`src/rtl/wb_uart_bridge_pkg.sv`:
```
// Shared constants, state encoding and byte helpers for the UART-to-Wishbone bridge.
// The WB_BRIDGE_CKSUM_EN macro adds the CKSUM state to the encoding.
package wb_uart_bridge_pkg;

  localparam logic [7:0] OP_WRITE    = 8'h57;
  localparam logic [7:0] OP_READ     = 8'h52;
  localparam logic [7:0] RSP_OK_DEF  = 8'h4B;
  localparam logic [7:0] RSP_TMO_DEF = 8'hEE;
  localparam logic [7:0] RSP_BAD_DEF = 8'h3F;

  localparam int TXQ_DEPTH = 5;

  localparam logic [2:0] ST_IDLE_C  = 3'd0;
  localparam logic [2:0] ST_ADDR_C  = 3'd1;
  localparam logic [2:0] ST_DATA_C  = 3'd2;
  localparam logic [2:0] ST_CKSUM_C = 3'd3;
  localparam logic [2:0] ST_BUS_C   = 3'd4;
  localparam logic [2:0] ST_RESP_C  = 3'd5;

  typedef enum logic [2:0] {
    ST_IDLE  = ST_IDLE_C,
    ST_ADDR  = ST_ADDR_C,
    ST_DATA  = ST_DATA_C,
`ifdef WB_BRIDGE_CKSUM_EN
    ST_CKSUM = ST_CKSUM_C,
`endif
    ST_BUS   = ST_BUS_C,
    ST_RESP  = ST_RESP_C
  } state_e;

  typedef logic [TXQ_DEPTH-1:0][7:0] txq_bytes_t;

  function automatic logic [7:0] sat_inc8(input logic [7:0] v);
    return (v == 8'hFF) ? 8'hFF : v + 8'd1;
  endfunction

  // XOR of the first n bytes of a reply image
  function automatic logic [7:0] xor_bytes(input txq_bytes_t b, input logic [2:0] n);
    logic [7:0] x;
    x = 8'h00;
    for (int i = 0; i < TXQ_DEPTH; i++) begin
      if (i < int'(n)) begin
        x = x ^ b[i];
      end else begin
        x = x;
      end
    end
    return x;
  endfunction

endpackage

```
`src/rtl/wb_uart_bridge_txq.sv`:
```
// Reply byte queue: parallel-loaded by the bridge FSM, drains one byte at a time
// through the transmitter's tx_en / tx_busy / tx_done handshake.
module wb_uart_bridge_txq
  import wb_uart_bridge_pkg::*;
(
  input  logic       clk,
  input  logic       rstn,
  input  logic       load_i,
  input  txq_bytes_t load_data_i,
  input  logic [2:0] load_cnt_i,
  input  logic       tx_busy_i,
  input  logic       tx_done_i,
  output logic       tx_en_o,
  output logic [7:0] tx_data_o,
  output logic       empty_o
);

  txq_bytes_t buf_q, buf_d;
  logic [2:0] cnt_q, cnt_d;
  logic [2:0] rd_q, rd_d;
  logic       wait_q, wait_d;
  logic       tx_en_q, tx_en_d;
  logic [7:0] tx_data_q, tx_data_d;
  logic       empty_q, empty_d;

  // Queue state register
  always_ff @(posedge clk or negedge rstn) begin
    if (!rstn) begin
      buf_q     <= '0;
      cnt_q     <= 3'd0;
      rd_q      <= 3'd0;
      wait_q    <= 1'b0;
      tx_en_q   <= 1'b0;
      tx_data_q <= 8'h00;
      empty_q   <= 1'b1;
    end else begin
      buf_q     <= buf_d;
      cnt_q     <= cnt_d;
      rd_q      <= rd_d;
      wait_q    <= wait_d;
      tx_en_q   <= tx_en_d;
      tx_data_q <= tx_data_d;
      empty_q   <= empty_d;
    end
  end

  // A byte stays counted until its tx_done, so empty means fully sent
  always_comb begin
    buf_d     = buf_q;
    cnt_d     = cnt_q;
    rd_d      = rd_q;
    wait_d    = wait_q;
    tx_data_d = tx_data_q;
    tx_en_d   = 1'b0;
    if (load_i) begin
      buf_d  = load_data_i;
      cnt_d  = load_cnt_i;
      rd_d   = 3'd0;
      wait_d = 1'b0;
    end else if (wait_q) begin
      if (tx_done_i) begin
        wait_d = 1'b0;
        cnt_d  = cnt_q - 3'd1;
        rd_d   = rd_q + 3'd1;
      end else begin
        wait_d = 1'b1;
      end
    end else if ((cnt_q != 3'd0) && !tx_busy_i) begin
      tx_en_d   = 1'b1;
      tx_data_d = buf_q[rd_q];
      wait_d    = 1'b1;
    end else begin
      tx_en_d = 1'b0;
    end
    empty_d = (cnt_d == 3'd0);
  end

  assign tx_en_o   = tx_en_q;
  assign tx_data_o = tx_data_q;
  assign empty_o   = empty_q;

endmodule

```
`src/rtl/wb_uart_bridge.sv`:
```
// Host-driven Wishbone initiator: parses UART command frames, runs one bus cycle, replies via tx.
// Optional trailing XOR checksums on commands and replies with `define WB_BRIDGE_CKSUM_EN.
module wb_uart_bridge
  import wb_uart_bridge_pkg::*;
#(
  parameter int         TIMEOUT_CYCLES = 1024,
  parameter logic [7:0] RSP_OK         = RSP_OK_DEF,
  parameter logic [7:0] RSP_TMO        = RSP_TMO_DEF,
  parameter logic [7:0] RSP_BAD        = RSP_BAD_DEF
) (
  input  logic        clk,
  input  logic        rstn,
  input  logic        rx_done,
  input  logic [7:0]  rx_data,
  input  logic        tx_busy,
  input  logic        tx_done,
  output logic        tx_en,
  output logic [7:0]  tx_data,
  output logic        STB,
  output logic        WE,
  output logic [31:0] ADDR,
  output logic [31:0] DAT_O,
  input  logic [31:0] DAT_I,
  input  logic        ACK,
  output logic        busy,
  output logic [7:0]  err_cnt
);

  localparam int TW = $clog2(TIMEOUT_CYCLES + 1);
  localparam logic [TW-1:0] TMO_LAST = TW'(TIMEOUT_CYCLES - 1);

  state_e        state_q, state_d;
  logic          is_wr_q, is_wr_d;
  logic [1:0]    byte_cnt_q, byte_cnt_d;
  logic [31:0]   addr_q, addr_d;
  logic [31:0]   wdat_q, wdat_d;
  logic          stb_q, stb_d;
  logic          we_q, we_d;
  logic [TW-1:0] tmo_cnt_q, tmo_cnt_d;
  logic [7:0]    err_q, err_d;
  logic [7:0]    cks_q, cks_d;
  logic          busy_q, busy_d;

  logic          start_bus_s;
  logic          reply_bad_s;
  logic          q_load_s;
  txq_bytes_t    q_data_s;
  logic [2:0]    q_cnt_s;
  logic          q_empty_s;

  // FSM and datapath registers; STB falls with rstn even mid-cycle
  always_ff @(posedge clk or negedge rstn) begin
    if (!rstn) begin
      state_q    <= ST_IDLE;
      is_wr_q    <= 1'b0;
      byte_cnt_q <= 2'd0;
      addr_q     <= 32'h0;
      wdat_q     <= 32'h0;
      stb_q      <= 1'b0;
      we_q       <= 1'b0;
      tmo_cnt_q  <= '0;
      err_q      <= 8'h00;
      cks_q      <= 8'h00;
      busy_q     <= 1'b0;
    end else begin
      state_q    <= state_d;
      is_wr_q    <= is_wr_d;
      byte_cnt_q <= byte_cnt_d;
      addr_q     <= addr_d;
      wdat_q     <= wdat_d;
      stb_q      <= stb_d;
      we_q       <= we_d;
      tmo_cnt_q  <= tmo_cnt_d;
      err_q      <= err_d;
      cks_q      <= cks_d;
      busy_q     <= busy_d;
    end
  end

  // Next-state, field shifters, bus timeout and reply assembly
  always_comb begin
    state_d     = state_q;
    is_wr_d     = is_wr_q;
    byte_cnt_d  = byte_cnt_q;
    addr_d      = addr_q;
    wdat_d      = wdat_q;
    stb_d       = stb_q;
    we_d        = we_q;
    tmo_cnt_d   = tmo_cnt_q;
    err_d       = err_q;
    cks_d       = cks_q;
    start_bus_s = 1'b0;
    reply_bad_s = 1'b0;
    q_load_s    = 1'b0;
    q_data_s    = '0;
    q_cnt_s     = 3'd0;

    case (state_q)
      ST_IDLE: begin
        if (rx_done) begin
          if ((rx_data == OP_WRITE) || (rx_data == OP_READ)) begin
            is_wr_d    = (rx_data == OP_WRITE);
            byte_cnt_d = 2'd0;
            cks_d      = rx_data;
            state_d    = ST_ADDR;
          end else begin
            reply_bad_s = 1'b1;
          end
        end else begin
          state_d = ST_IDLE;
        end
      end
      ST_ADDR: begin
        if (rx_done) begin
          addr_d     = {addr_q[23:0], rx_data};
          cks_d      = cks_q ^ rx_data;
          byte_cnt_d = byte_cnt_q + 2'd1;
          if (byte_cnt_q == 2'd3) begin
            if (is_wr_q) begin
              state_d = ST_DATA;
            end else begin
`ifdef WB_BRIDGE_CKSUM_EN
              state_d = ST_CKSUM;
`else
              start_bus_s = 1'b1;
`endif
            end
          end else begin
            state_d = ST_ADDR;
          end
        end else begin
          state_d = ST_ADDR;
        end
      end
      ST_DATA: begin
        if (rx_done) begin
          wdat_d     = {wdat_q[23:0], rx_data};
          cks_d      = cks_q ^ rx_data;
          byte_cnt_d = byte_cnt_q + 2'd1;
          if (byte_cnt_q == 2'd3) begin
`ifdef WB_BRIDGE_CKSUM_EN
            state_d = ST_CKSUM;
`else
            start_bus_s = 1'b1;
`endif
          end else begin
            state_d = ST_DATA;
          end
        end else begin
          state_d = ST_DATA;
        end
      end
`ifdef WB_BRIDGE_CKSUM_EN
      ST_CKSUM: begin
        if (rx_done) begin
          if (rx_data == cks_q) begin
            start_bus_s = 1'b1;
          end else begin
            reply_bad_s = 1'b1;
          end
        end else begin
          state_d = ST_CKSUM;
        end
      end
`endif
      ST_BUS: begin
        // ACK takes priority over a timeout expiring in the same cycle
        if (ACK && stb_q) begin
          stb_d    = 1'b0;
          we_d     = 1'b0;
          q_load_s = 1'b1;
          if (is_wr_q) begin
            q_data_s[0] = RSP_OK;
            q_cnt_s     = 3'd1;
          end else begin
            q_data_s[0] = DAT_I[31:24];
            q_data_s[1] = DAT_I[23:16];
            q_data_s[2] = DAT_I[15:8];
            q_data_s[3] = DAT_I[7:0];
            q_cnt_s     = 3'd4;
          end
          state_d = ST_RESP;
        end else if (tmo_cnt_q == TMO_LAST) begin
          stb_d       = 1'b0;
          we_d        = 1'b0;
          err_d       = sat_inc8(err_q);
          q_load_s    = 1'b1;
          q_data_s[0] = RSP_TMO;
          q_cnt_s     = 3'd1;
          state_d     = ST_RESP;
        end else begin
          tmo_cnt_d = tmo_cnt_q + TW'(1);
        end
      end
      ST_RESP: begin
        if (q_empty_s) begin
          state_d = ST_IDLE;
        end else begin
          state_d = ST_RESP;
        end
      end
      default: begin
        state_d = ST_IDLE;
        stb_d   = 1'b0;
        we_d    = 1'b0;
      end
    endcase

    if (start_bus_s) begin
      state_d   = ST_BUS;
      stb_d     = 1'b1;
      we_d      = is_wr_q;
      tmo_cnt_d = '0;
    end else begin
      tmo_cnt_d = tmo_cnt_d;
    end

    if (reply_bad_s) begin
      err_d       = sat_inc8(err_q);
      q_load_s    = 1'b1;
      q_data_s[0] = RSP_BAD;
      q_cnt_s     = 3'd1;
      state_d     = ST_RESP;
    end else begin
      err_d = err_d;
    end

`ifdef WB_BRIDGE_CKSUM_EN
    if (q_load_s) begin
      q_data_s[q_cnt_s] = xor_bytes(q_data_s, q_cnt_s);
      q_cnt_s           = q_cnt_s + 3'd1;
    end else begin
      q_cnt_s = 3'd0;
    end
`endif

    busy_d = (state_d != ST_IDLE);
  end

  wb_uart_bridge_txq u_txq (
    .clk         (clk),
    .rstn        (rstn),
    .load_i      (q_load_s),
    .load_data_i (q_data_s),
    .load_cnt_i  (q_cnt_s),
    .tx_busy_i   (tx_busy),
    .tx_done_i   (tx_done),
    .tx_en_o     (tx_en),
    .tx_data_o   (tx_data),
    .empty_o     (q_empty_s)
  );

  assign STB     = stb_q;
  assign WE      = we_q;
  assign ADDR    = addr_q;
  assign DAT_O   = wdat_q;
  assign busy    = busy_q;
  assign err_cnt = err_q;

endmodule

```
`config.mk`:
```
export PLATFORM = sky130hd
export DESIGN_NAME = wb_uart_bridge
export DESIGN_NICKNAME = d
export VERILOG_FILES = /design/src/rtl/wb_uart_bridge_pkg.sv /design/src/rtl/wb_uart_bridge_txq.sv /design/src/rtl/wb_uart_bridge.sv
export SDC_FILE = /design/constraint.sdc
export NUM_CORES = 1
export LEC_CHECK = 0
export BUFFER_PORTS_ARGS = -buffer_cell sky130_fd_sc_hd__buf_4
export CAP_MARGIN = 15
export CORE_ASPECT_RATIO = 0.6
export CORE_UTILIZATION = 60
export CTS_CLUSTER_DIAMETER = 200
export DETAILED_ROUTE_END_ITERATION = 10
export GPL_ROUTABILITY_DRIVEN = 0
export PLACE_DENSITY_LB_ADDON = 0.2
export SLEW_MARGIN = 20
export SYNTH_ARGS = -nofsm -noshare
export SYNTH_HDL_FRONTEND = slang
export SYNTH_HIERARCHICAL = 1
export SYNTH_SLANG_ARGS = --single-unit
```
`constraint.sdc`:
```
create_clock -name clk -period 4.7 [get_ports clk]
set_input_delay 0.47 -clock clk [delete_from_list [all_inputs] [get_ports clk]]
set_output_delay 0.47 -clock clk [all_outputs]
set_load 0.03 [all_outputs]
```
==> results.tsv, run 1 <==
stage	metric	value	unit
status	status	finished, violations left	
status	failing checks	DRC, hold timing	
yosys	synth unique cells	50	
detailed_routing	Routed Antenna Nets	0	
timing	crit path setup slack, layout	1.49	ns
yosys	Seq/Total Area, Yosys	0.554	
yosys	Synth area leader	dfrtp_1	
yosys	ys flop type	dfrtp_1	
timing	worst slew pin tran	0.795	ns
final_layout	fin util	0.785	
final_layout	P&R area growth vs syn	25.3	%
global_routing	first-pass GRT wire length	25600	um
final_layout	most common cell after layout, fill and taps aside	dfrtp_1	
timing	final worst path period share	0.682	
clocking	CTS tree	built	
timing	crit path time final	3.21	ns
global_routing	total grt overflow	0	
floorplanning	Die Span Y	84.0	um
placed_design	Port Buffers	129	
power	total power	5.13	mW
setup_path	CP Max Fanout	32	
power	IR drop worst, VDD	0.000387	V
clocking	CTS max path bufs	2	
yosys	Synth area leaders	dfrtp_1 55%, mux2_2 18%, and3_1 2.9%	
global_routing	largest net degree at the start of global routing	112	
timing	final setup fails	0	
final_layout	ANT cells	0	
yosys	Post-Syn Area	6730	um^2
timing	post-route setup TNS	0	ns
final_layout	commonest cells after routing, fill and taps aside	148 x dfrtp_1, 132 x buf_4, 105 x mux2_2	
yosys	Gate Count Post-Synth	530	
floorplanning	floorplan core area	10700	um^2
clocking	Hold Buf Count CTS	0	
power	Pleak	4.08	nW
clocking	PostCTS Resize Cnt	0	
placed_design	dpl hpwl	10400	um
detailed_routing	via count	4687	
timing	final slew viol count	0	
detailed_routing	Routed WL	15400	um
clocking	CTS Sinks	149	
final_layout	fill cell count	645	
global_routing	antenna violations before repair	0	
floorplanning	IO Pins	130	
clocking	post-CTS setup buffers	0	
detailed_routing	routed len/inst	18.9	um
setup_path	Crit-path slowest cell	nor3b_4	
clocking	Clock Latency Late Sink	0.41	ns
setup_path	worst stage delay on the critical path	0.74	ns
setup_path	CP Data Required Time	4.99	ns
clocking	CTS Buf Count	17	
clocking	H-tree levels	4	
setup_path	CP cell instances	nor3b_4, o21ai_1, nand2_2, buf_4, mux2_2	
yosys	area share of the largest cell type after synthesis	0.550	
yosys	async set-or-reset flop fraction in the synthesized netlist	1.00	
detailed_routing	vias per cell	5.74	
power	PwrDens	609	nW/um^2
timing	skew final	0.00726	ns
final_layout	Final Net Count	717	
yosys	synth warn	6	
timing	f_max	0.312	GHz
timing	Hold Slack	-0.0161	ns
floorplanning	Starting Density	0.627	
yosys	Mapped Avg Cell Area	12.7	um^2
setup_path	Startpoint Class	flip-flop	
detailed_routing	Detailed Routing Iterations Pass 1	8	
detailed_routing	Iter 0 DRT Violations	405	
setup_path	CP Data Arrival Time	3.50	ns
placed_design	dpl ws	1.60	ns
yosys	Post-synth EDFFs	0	
detailed_routing	drc violations	14	
floorplanning	Die Wd	139	um
setup_path	WS Path Type	reg2reg	
floorplanning	# rows	29	
clocking	CTS Root Cell	clkbuf_16	
min_path	Hold Path Class	in2async	
floorplanning	die area	11700	um^2
setup_path	CP endpoint kind	flip-flop	
run	MaxCap Viol Count	0	
timing	slew margin rel.	0.469	
global_routing	overall routing resource usage	0.287	
final_layout	layout cells sized above 1	0.431	
timing	RSZ-0062 raised after global routing	false	
timing	Fin. Hold Viols	8	
yosys	register bit total from synthesis	149	
clocking	clock-pin transition on the worst setup and hold timing paths	0.06	ns
global_routing	vias in the first global route	4840	
-- where the power goes --
group	switching (mW)	internal [mW]
sequential	0.337	1.63
clock	0.548	0.841
combinational	1.00	0.775
total	1.89	3.25
-- logic make-up (layout without fill, tap and decap cells) --
kind of cell / after synthesis / count (layout) / synth area share
DFF: 149 / 149 / 0.554
and+or+nand+nor: 142 / 142 / 0.120
muxes: 118 / 118 / 0.210
AOI/OAI and AO/OA: 70 / 70 / 0.0638
buffers and inverters: 34 / 174 / 0.0264
xor gates and xnor gates: 10 / 10 / 0.0130
adders and majority gates: 6 / 6 / 0.0112
other: 1 / 9 / 0.000557
-- state kept, by name, summed over array words and instances (netlist names), 8 cells and up --
| register | cells |
|---|---|
| u_txq/buf_q | 40 |
| tmo_cnt_q | 11 |
| u_txq/tx_data_o | 8 |
| ADDR | 32 |
| err_cnt | 8 |
| DAT_O | 32 |
-- final timing paths --
check | startpoint | slack, ns | cells past startpoint | to
worst max register to register | state_q[2]$_DFF_PN0_ | 1.49 | 5 | u_txq/buf_q[11]$_DFFE_PN0P_
worst max-delay path | state_q[2]$_DFF_PN0_ | 1.49 | 5 | u_txq/buf_q[11]$_DFFE_PN0P_
worst min-delay path | rstn | -0.02 | 1 | err_cnt[0]$_DFFE_PN0P_
min in group clk | rx_data[7] | 0.31 | 2 | ADDR[7]$_DFFE_PN0P_
max in group asynchronous | rstn | 3.47 | 3 | u_txq/empty_o$_DFF_PN1_
worst min register to register | u_txq/buf_q[25]$_DFFE_PN0P_ | 0.50 | 1 | u_txq/buf_q[25]$_DFFE_PN0P_
-- final cells by class --
type                       count  area (um^2)  share of cell area
sequential                   149         3730               0.442
inverter                       8         30.0             0.00356
tap                          139          174              0.0206
multi-input combinational    355         2860               0.339
clock buffer                  18          429              0.0509
timing repair buffer         134         1030               0.122
clock inverter                14          178              0.0211
-- critical path, delay by kind of cell, from the launching register on --
| kind | cells | cell delay, ns |
|---|---|---|
| AO/OA/AOI/OAI | 1 | 0.45 |
| buffers and inverters | 1 | 0.47 |
| flip-flops | 1 | 0.53 |
| multiplexers | 1 | 0.40 |
| AND/OR/NAND/NOR | 2 | 1.22 |
-- metal layers --
metal  up-vias  share of wire  global-route usage
met5         -              0                   0
met2       131           0.47               0.445
li1       2173              -                   -
met3        17          0.057              0.0625
met4         0          0.011              0.0909
met1      2366           0.46               0.408
-- through the flow --
step	cell area, um^2	hold WS [ns]	instances
final	8430	-0.0161	817
after global routing	8430	0.0190	817
after CTS	8400	0.244	816
after detailed placement	7790	0.492	784
after global placement	7790	0.486	784
after floorplan	6760	0.174	538
-- cells in the mapped netlist, types with 4 or more instances --
master      n
nand2b_1    9
nor2_1     28
xnor2_1     8
nand4_1     6
o21ai_0    14
nand3_1    11
ha_1        6
or3_1       4
buf_4       6
mux2_2    105
inv_1       7
nor2b_1     5
dfrtp_1   148
nor3_1      6
clkbuf_1    8
buf_2      10
a21oi_1    34
nand2_1    26
mux4_2      8
and3_1     31
a22oi_1     8
No activity file was read; power rests on OpenSTA's default activity.
==> run 2: changes to the inputs <==
--- a/config.mk
+++ b/config.mk
@@ -5,10 +5,11 @@
 export SDC_FILE = /design/constraint.sdc
 export NUM_CORES = 1
 export LEC_CHECK = 0
+export ABC_AREA = 1
 export BUFFER_PORTS_ARGS = -buffer_cell sky130_fd_sc_hd__buf_4
 export CAP_MARGIN = 15
 export CORE_ASPECT_RATIO = 0.6
-export CORE_UTILIZATION = 60
+export CORE_UTILIZATION = 51
 export CTS_CLUSTER_DIAMETER = 200
 export DETAILED_ROUTE_END_ITERATION = 10
 export GPL_ROUTABILITY_DRIVEN = 0
==> constraint.sdc (replaced) <==
create_clock -name clk -period 2.8 [get_ports clk]
set_input_delay 0.28 -clock clk [delete_from_list [all_inputs] [get_ports clk]]
set_output_delay 0.28 -clock clk [all_outputs]
set_load 0.03 [all_outputs]
==> run 2 against run 1 <==
Against the previous run: the flow now finishes without violations; synthesized cell count up 60%; largest cell class unchanged; critical path depth up 6; highest routed layer unchanged; first-iteration DRC count up 14%; utilization down 14 points; routed wire length up 2.5%; register-to-register slack worse by 1.1 ns; fmax up 34%; die area up 25%; cell count up 44%; worst hold slack better by 0.18 ns.
==> results.tsv, run 2 <==
stage	metric	value	unit	change
status	status	completed		was finished, violations left
detailed_routing	Routed WL	15800	um	was 15400 um
clocking	CTS Root Cell	clkbuf_16		unchanged
final_layout	ANT cells	0		unchanged
floorplanning	IO Pins	130		unchanged
yosys	async set-or-reset flop fraction in the synthesized netlist	1.00		unchanged
power	IR drop worst, VDD	0.000442	V	was 0.000387 V
min_path	hold path endpoint	DAT_O[6]$_DFFE_PN0P_		
detailed_routing	Iter 0 DRT Violations	461		was 405
timing	worst slew pin tran	0.826	ns	was 0.795 ns
setup_path	CP Max Fanout	44		was 32
clocking	clock-pin transition on the worst setup and hold timing paths	0.07	ns	was 0.06 ns
floorplanning	Die Span Y	93.7	um	was 84.0 um
power	Pleak	4.95	nW	was 4.08 nW
setup_path	CP Data Arrival Time	2.71	ns	was 3.50 ns
clocking	PostCTS Resize Cnt	0		unchanged
yosys	count leader, synth	nand2_1		was dfrtp_1
placed_design	dpl hpwl	11100	um	was 10400 um
detailed_routing	via count	5793		was 4687
final_layout	fin util	0.647		was 0.785
setup_path	FF-to-FF path depth	11		was 5
min_path	worst hold path depth	3		
final_layout	register area	3730	um^2	unchanged
final_layout	fill cell count	1141		was 645
clocking	Clock Latency Late Sink	0.42	ns	was 0.41 ns
global_routing	largest net degree at the start of global routing	93		was 112
yosys	Seq/Total Area, Yosys	0.521		was 0.554
timing	final worst path period share	0.854		was 0.682
detailed_routing	routed len/inst	13.4	um	was 18.9 um
clocking	CTS Sinks	149		unchanged
detailed_routing	drc violations	0		was 14
timing	slew margin rel.	0.448		was 0.469
setup_path	Reg-to-Reg Start	tmo_cnt_q[0]$_DFFE_PN0P_		was state_q[2]$_DFF_PN0_
detailed_routing	Detailed Routing Iterations Pass 1	4		was 8
timing	RSZ-0062 raised after global routing	false		unchanged
final_layout	layout cells sized above 1	0.229		was 0.431
setup_path	Startpoint Class	flip-flop		unchanged
yosys	ys flop type	dfrtp_1		unchanged
clocking	post-CTS setup buffers	0		unchanged
min_path	Hold Path Class	in2reg		was in2async
setup_path	flop2flop setup slack	0.41	ns	was 1.49 ns
yosys	Post-synth EDFFs	0		unchanged
yosys	synth unique cells	35		was 50
global_routing	total grt overflow	0		unchanged
floorplanning	Starting Density	0.523		was 0.627
yosys	register bit total from synthesis	149		unchanged
placed_design	Inst Count DP	1147		was 784
timing	f_max	0.418	GHz	was 0.312 GHz
detailed_routing	vias per cell	4.91		was 5.74
timing	final setup fails	0		unchanged
global_routing	overall routing resource usage	0.235		was 0.287
final_layout	commonest cells after routing, fill and taps aside	303 x nand2_1, 148 x dfrtp_1, 132 x buf_4		was 148 x dfrtp_1, 132 x buf_4, 105 x mux2_2
final_layout	Final Net Count	1027		was 717
yosys	synth warn	6		unchanged
timing	post-route setup TNS	0	ns	unchanged
clocking	CTS max path bufs	2		unchanged
final_layout	post-route insts no fill	1180		was 817
timing	Hold Slack	0.162	ns	was -0.0161 ns
floorplanning	# rows	33		was 29
yosys	Gate Count Post-Synth	846		was 530
floorplanning	die area	14500	um^2	was 11700 um^2
floorplanning	floorplan core area	13700	um^2	was 10700 um^2
clocking	CTS tree	built		unchanged
timing	skew final	0.00819	ns	was 0.00726 ns
power	PwrDens	968	nW/um^2	was 609 nW/um^2
setup_path	CP Data Required Time	3.12	ns	was 4.99 ns
final_layout	Multi-input gate area	2910	um^2	was 2860 um^2
final_layout	Most flops, register	u_txq/buf_q		unchanged
placed_design	Port Buffers	129		unchanged
yosys	area share of the largest cell type after synthesis	0.518		was 0.550
yosys	Synth area leader	dfrtp_1		unchanged
yosys	top cells by count, synth	303 x nand2_1, 148 x dfrtp_1, 80 x inv_1		was 148 x dfrtp_1, 105 x mux2_2, 34 x a21oi_1
clocking	CTS Buf Count	17		unchanged
timing	crit path time final	2.39	ns	was 3.21 ns
setup_path	WS Path Type	reg2reg		unchanged
setup_path	Worst R2R End	u_txq/rd_q[1]$_DFFE_PN0P_		was u_txq/buf_q[11]$_DFFE_PN0P_
global_routing	antenna violations before repair	0		unchanged
clocking	Hold Buf Count CTS	1		was 0
yosys	Post-Syn Area	7150	um^2	was 6730 um^2
detailed_routing	Routed Antenna Nets	0		unchanged
timing	final slew viol count	0		unchanged
final_layout	P&R area growth vs syn	23.7	%	was 25.3%
timing	Fin. Hold Viols	0		was 8
final_layout	most common cell after layout, fill and taps aside	nand2_1		was dfrtp_1
yosys	Synth area leaders	dfrtp_1 52%, nand2_1 16%, inv_1 4.2%		was dfrtp_1 55%, mux2_2 18%, and3_1 2.9%
final_layout	Largest register FFs	40		unchanged
floorplanning	Die Wd	155	um	was 139 um
global_routing	first-pass GRT wire length	26500	um	was 25600 um
run	MaxCap Viol Count	0		unchanged
clocking	H-tree levels	4		unchanged
min_path	hold_sp	rx_data[6]		
global_routing	vias in the first global route	5291		was 4840
setup_path	CP endpoint kind	flip-flop		unchanged
yosys	Mapped Avg Cell Area	8.46	um^2	was 12.7 um^2
==> run 2: changes by cell type after synthesis, sizes merged, moves of 31 or more <==
cell / change
o21ai: +33
nor2: +43
nand2: +284
mux2: -78
inv: +81
and3: -31
nand3: +43
==> run 2: critical path, stage by stage, from the launching register on <==
cell and delay [ns]:
dfrtp_1 0.44, ha_1 0.26, nand2_1 0.07, nor2_1 0.05, nand3_1 0.12, nand2_1 0.09, nand2_1 0.17, nand2_2 0.19
inv_2 0.14, buf_4 0.40, nand2_1 0.16, o21ai_0 0.19
==> run 2: metrics by stage <==
step           instance area, um^2  worst slack [ns]  total power, mW
6_report                      8850             0.408             8.56
3_3_place_gp                  8240             0.556             6.21
2_1_floorplan                 7180             0.910             5.32
5_1_grt                       8850            0.0423             9.08
4_1_cts                       8850             0.432             8.59
3_5_place_dp                  8240             0.447             6.27
==> run 2: kinds of logic after synthesis <==
kind of cell             after synthesis  share of synthesized area
XOR/XNOR                               9                     0.0110
AO/OA/AOI/OAI                         78                     0.0568
other                                  1                   0.000524
adder cells (fa/ha/maj)                6                     0.0105
flip-flops                           149                      0.521
AND/OR/NAND/NOR                      452                      0.266
buffers and inverters                121                     0.0764
multiplexers                          30                     0.0577
==> run 2: layer usage <==
| metal | GRT usage | share of wire |
|---|---|---|
| met2 | 0.315 | 0.40 |
| met1 | 0.375 | 0.53 |
| met4 | 0.0545 | 0.0089 |
| met5 | 0 | 0 |
| met3 | 0.0544 | 0.060 |
==> run 2: worst max path at each step <==
stage | start | endpoint | slack, ns | cells past startpoint
2_1_floorplan | tmo_cnt_q[0]$_DFFE_PN0P_ | u_txq/tx_data_o[6]$_DFFE_PN0P_ | 0.91 | 14
3_3_place_gp | tmo_cnt_q[0]$_DFFE_PN0P_ | u_txq/rd_q[1]$_DFFE_PN0P_ | 0.56 | 11
3_5_place_dp | tmo_cnt_q[0]$_DFFE_PN0P_ | u_txq/rd_q[1]$_DFFE_PN0P_ | 0.45 | 11
4_1_cts | tmo_cnt_q[0]$_DFFE_PN0P_ | u_txq/rd_q[1]$_DFFE_PN0P_ | 0.43 | 11
5_1_grt | tmo_cnt_q[0]$_DFFE_PN0P_ | u_txq/rd_q[1]$_DFFE_PN0P_ | 0.04 | 11
6_report | tmo_cnt_q[0]$_DFFE_PN0P_ | u_txq/rd_q[1]$_DFFE_PN0P_ | 0.41 | 11
==> run 2: report_power, final <==
group	leakage (nW)	internal, mW	total [mW]	switching, mW
clock network	0.291	1.37	2.30	0.922
logic	2.72	1.16	3.09	1.93
registers	1.93	2.67	3.17	0.499
==> run 2: area by class of cell <==
cell class | count | share of cell area
sequential | 149 | 0.422
multi-input combinational | 584 | 0.329
timing repair buffer | 135 | 0.117
clock buffer | 19 | 0.0512
inverter | 88 | 0.0376
tap | 192 | 0.0272
clock inverter | 13 | 0.0165
==> run 3: changes to the inputs <==
--- a/config.mk
+++ b/config.mk
@@ -13,7 +13,7 @@
 export CTS_CLUSTER_DIAMETER = 200
 export DETAILED_ROUTE_END_ITERATION = 10
 export GPL_ROUTABILITY_DRIVEN = 0
-export PLACE_DENSITY_LB_ADDON = 0.2
+export PLACE_DENSITY = 0.76
 export SLEW_MARGIN = 20
 export SYNTH_ARGS = -nofsm -noshare
 export SYNTH_HDL_FRONTEND = slang
==> run 3 against run 2 <==
Against the previous run: final area up 0.25%; register-to-register slack is essentially flat; routed wire length grew 1.8%; worst hold slack gained 0.011 ns; power up 0.93%; first-iteration DRC count down 2.2%; worst setup slack improved by 0.010 ns; critical path depth rose by 2.
==> results.tsv, run 3 (same netlist as run 2, synthesis figures left out) <==
stage	metric	value	unit	change
setup_path	worst stage delay on the critical path	0.45	ns	was 0.44 ns
timing	RSZ-0062 raised after global routing	false		unchanged
setup_path	Crit path top cell by count	nand2_1		unchanged
setup_path	CP Data Arrival Time	2.69	ns	was 2.71 ns
status	status	completed		unchanged
setup_path	WS Path Type	reg2reg		unchanged
global_routing	vias in the first global route	5205		was 5291
power	Pleak	4.94	nW	was 4.95 nW
final_layout	post-route insts no fill	1181		was 1180
detailed_routing	Routed WL	16100	um	was 15800 um
setup_path	CP Max Fanout	44		unchanged
placed_design	dpl ws	0.459	ns	was 0.447 ns
final_layout	P&R area growth vs syn	24.0	%	was 23.7%
setup_path	Critical path buffers and inverters	1		was 2
placed_design	Inst Count DP	1148		was 1147
clocking	clock-pin transition on the worst setup and hold timing paths	0.07	ns	about the same
clocking	post-CTS setup buffers	0		unchanged
timing	f_max	0.420	GHz	was 0.418 GHz
final_layout	most common cell after layout, fill and taps aside	nand2_1		unchanged
timing	crit path time final	2.38	ns	was 2.39 ns
detailed_routing	via count	5717		was 5793
global_routing	met3 Use GR	0.0581		was 0.0544
min_path	Hold Path Class	in2reg		unchanged
timing	final worst path period share	0.851		was 0.854
clocking	H-tree levels	4		unchanged
final_layout	layout cells sized above 1	0.229		about the same
floorplanning	# rows	33		unchanged
clocking	CTS Root Cell	clkbuf_16		unchanged
final_layout	Most flops, register	u_txq/buf_q		unchanged
timing	Hold Slack	0.173	ns	was 0.162 ns
detailed_routing	Iter 0 DRT Violations	451		was 461
clocking	Clock Latency Late Sink	0.42	ns	about the same
floorplanning	Die Span Y	93.7	um	unchanged
clocking	CTS tree	built		unchanged
detailed_routing	routed len/inst	13.6	um	was 13.4 um
detailed_routing	Detailed Routing Iterations Pass 1	5		was 4
power	total power	8.64	mW	was 8.56 mW
timing	final setup fails	0		unchanged
placed_design	Port Buffers	129		unchanged
setup_path	CP endpoint kind	flip-flop		unchanged
setup_path	critical path's top delay family	simple AND/OR/NAND/NOR gates		unchanged
run	MaxCap Viol Count	0		unchanged
setup_path	CP Data Required Time	3.11	ns	was 3.12 ns
detailed_routing	vias per cell	4.84		was 4.91
final_layout	Largest register FFs	40		unchanged
floorplanning	die area	14500	um^2	unchanged
timing	final slew viol count	0		unchanged
final_layout	Final Net Count	1028		was 1027
global_routing	met2 Use GR	0.328		was 0.315
clocking	CTS Buf Count	17		unchanged
global_routing	overall routing resource usage	0.237		was 0.235
final_layout	fin util	0.649		was 0.647
global_routing	first-pass GRT wire length	26600	um	was 26500 um
clocking	CTS max path bufs	2		unchanged
final_layout	Final Cell Area	8870	um^2	was 8850 um^2
timing	slew margin rel.	0.447		was 0.448
setup_path	CP cell instances	ha_1, nand2_1, nor2_1, nand3_1, nand2_1, nand2_1, nand2_2, buf_4, nor2_4, nand3_4, nor2_1, nand2_1, nand2_1		was ha_1, nand2_1, nor2_1, nand3_1, nand2_1, nand2_1, nand2_2, inv_2, buf_4, nand2_1, o21ai_0
power	PwrDens	974	nW/um^2	was 968 nW/um^2
placed_design	dpl hpwl	11300	um	was 11100 um
timing	crit path setup slack, layout	0.419	ns	was 0.408 ns
detailed_routing	Routed Antenna Nets	0		unchanged
floorplanning	Starting Density	0.523		unchanged
power	IR drop worst, VDD	0.000478	V	was 0.000442 V
global_routing	met1 Use GR	0.370		was 0.375
placed_design	Post-DP Area	8240	um^2	about the same
global_routing	gr busiest metal	met1		unchanged
global_routing	largest net degree at the start of global routing	62		was 93
clocking	PostCTS Resize Cnt	0		unchanged
final_layout	ANT cells	0		unchanged
final_layout	commonest cells after routing, fill and taps aside	303 x nand2_1, 148 x dfrtp_1, 133 x buf_4		was 303 x nand2_1, 148 x dfrtp_1, 132 x buf_4
detailed_routing	drc violations	0		unchanged
floorplanning	IO Pins	130		unchanged
clocking	CTS Sinks	149		unchanged
timing	Fin. Hold Viols	0		unchanged
timing	worst slew pin tran	0.827	ns	was 0.826 ns
timing	skew final	0.0158	ns	was 0.00819 ns
timing	post-route setup TNS	0	ns	unchanged
setup_path	Startpoint Class	flip-flop		unchanged
global_routing	total grt overflow	0		unchanged
floorplanning	floorplan core area	13700	um^2	unchanged
floorplanning	Die Wd	155	um	unchanged
global_routing	antenna violations before repair	0		unchanged
setup_path	Crit-path slowest cell	dfrtp_1		unchanged
[run 3: cell types whose count changed in the layout (fill, tap and decap cells not counted)]
cell,previous run,this run
clkinvlp_4,2,5
clkinv_4,2,1
clkbuf_8,2,1
clkbuf_1,0,1
inv_6,5,4
bufinv_16,2,3
clkinv_2,2,0
buf_4,132,133
[run 3: routing by layer]
layer	share of wire	wire [um]	vias up
met3	0.046	745	11
met4	0.0080	128	0
met2	0.41	6630	128
met5	0	0	-
li1	-	-	2905
met1	0.53	8590	2673
[run 3: cell type report]
cell class	count	area (um^2)
repair buffers	136	1040
clock inverters	13	171
well taps	192	240
inverters	88	333
flip-flops and latches	149	3730
clock buffers	19	443
multi-input cells	584	2910
fillers	1177	4800
[run 3: power breakdown]
part           internal (mW)  leakage [nW]  total [mW]  switching [mW]
Sequential              2.67          1.93        3.15           0.478
Clock                   1.44         0.283        2.37           0.927
Combinational           1.17          2.73        3.12            1.95
[run 3: tightest hold or removal path, cell delays in order]
cell     delay [ns]
buf_4          0.10
inv_1          0.04
nor2_1         0.04
nand2_1        0.05
nand2_1        0.05
[run 3: final timing paths]
kind                                              from                             end  slack (ns)  cells past startpoint
hold / removal                                DAT_I[1]     u_txq/buf_q[25]$_DFFE_PN0P_        0.17                      5
max in group asynchronous                         rstn         u_txq/empty_o$_DFF_PN1_        1.56                      3
min in group asynchronous                         rstn            ADDR[30]$_DFFE_PN0P_        0.41                      2
setup / recovery              tmo_cnt_q[0]$_DFFE_PN0P_  u_txq/tx_data_o[1]$_DFFE_PN0P_        0.42                     13
hold reg to reg            u_txq/buf_q[23]$_DFFE_PN0P_     u_txq/buf_q[23]$_DFFE_PN0P_        0.47                      2
setup reg to reg              tmo_cnt_q[0]$_DFFE_PN0P_  u_txq/tx_data_o[1]$_DFFE_PN0P_        0.42                     13
[run 3: repair_timing]
| item | in CTS | in global routing |
|---|---|---|
| endpoints found under the hold margin | 59 | 0 |
| endpoints found under the setup margin | 0 | 0 |
| hold buffers | 1 | 0 |
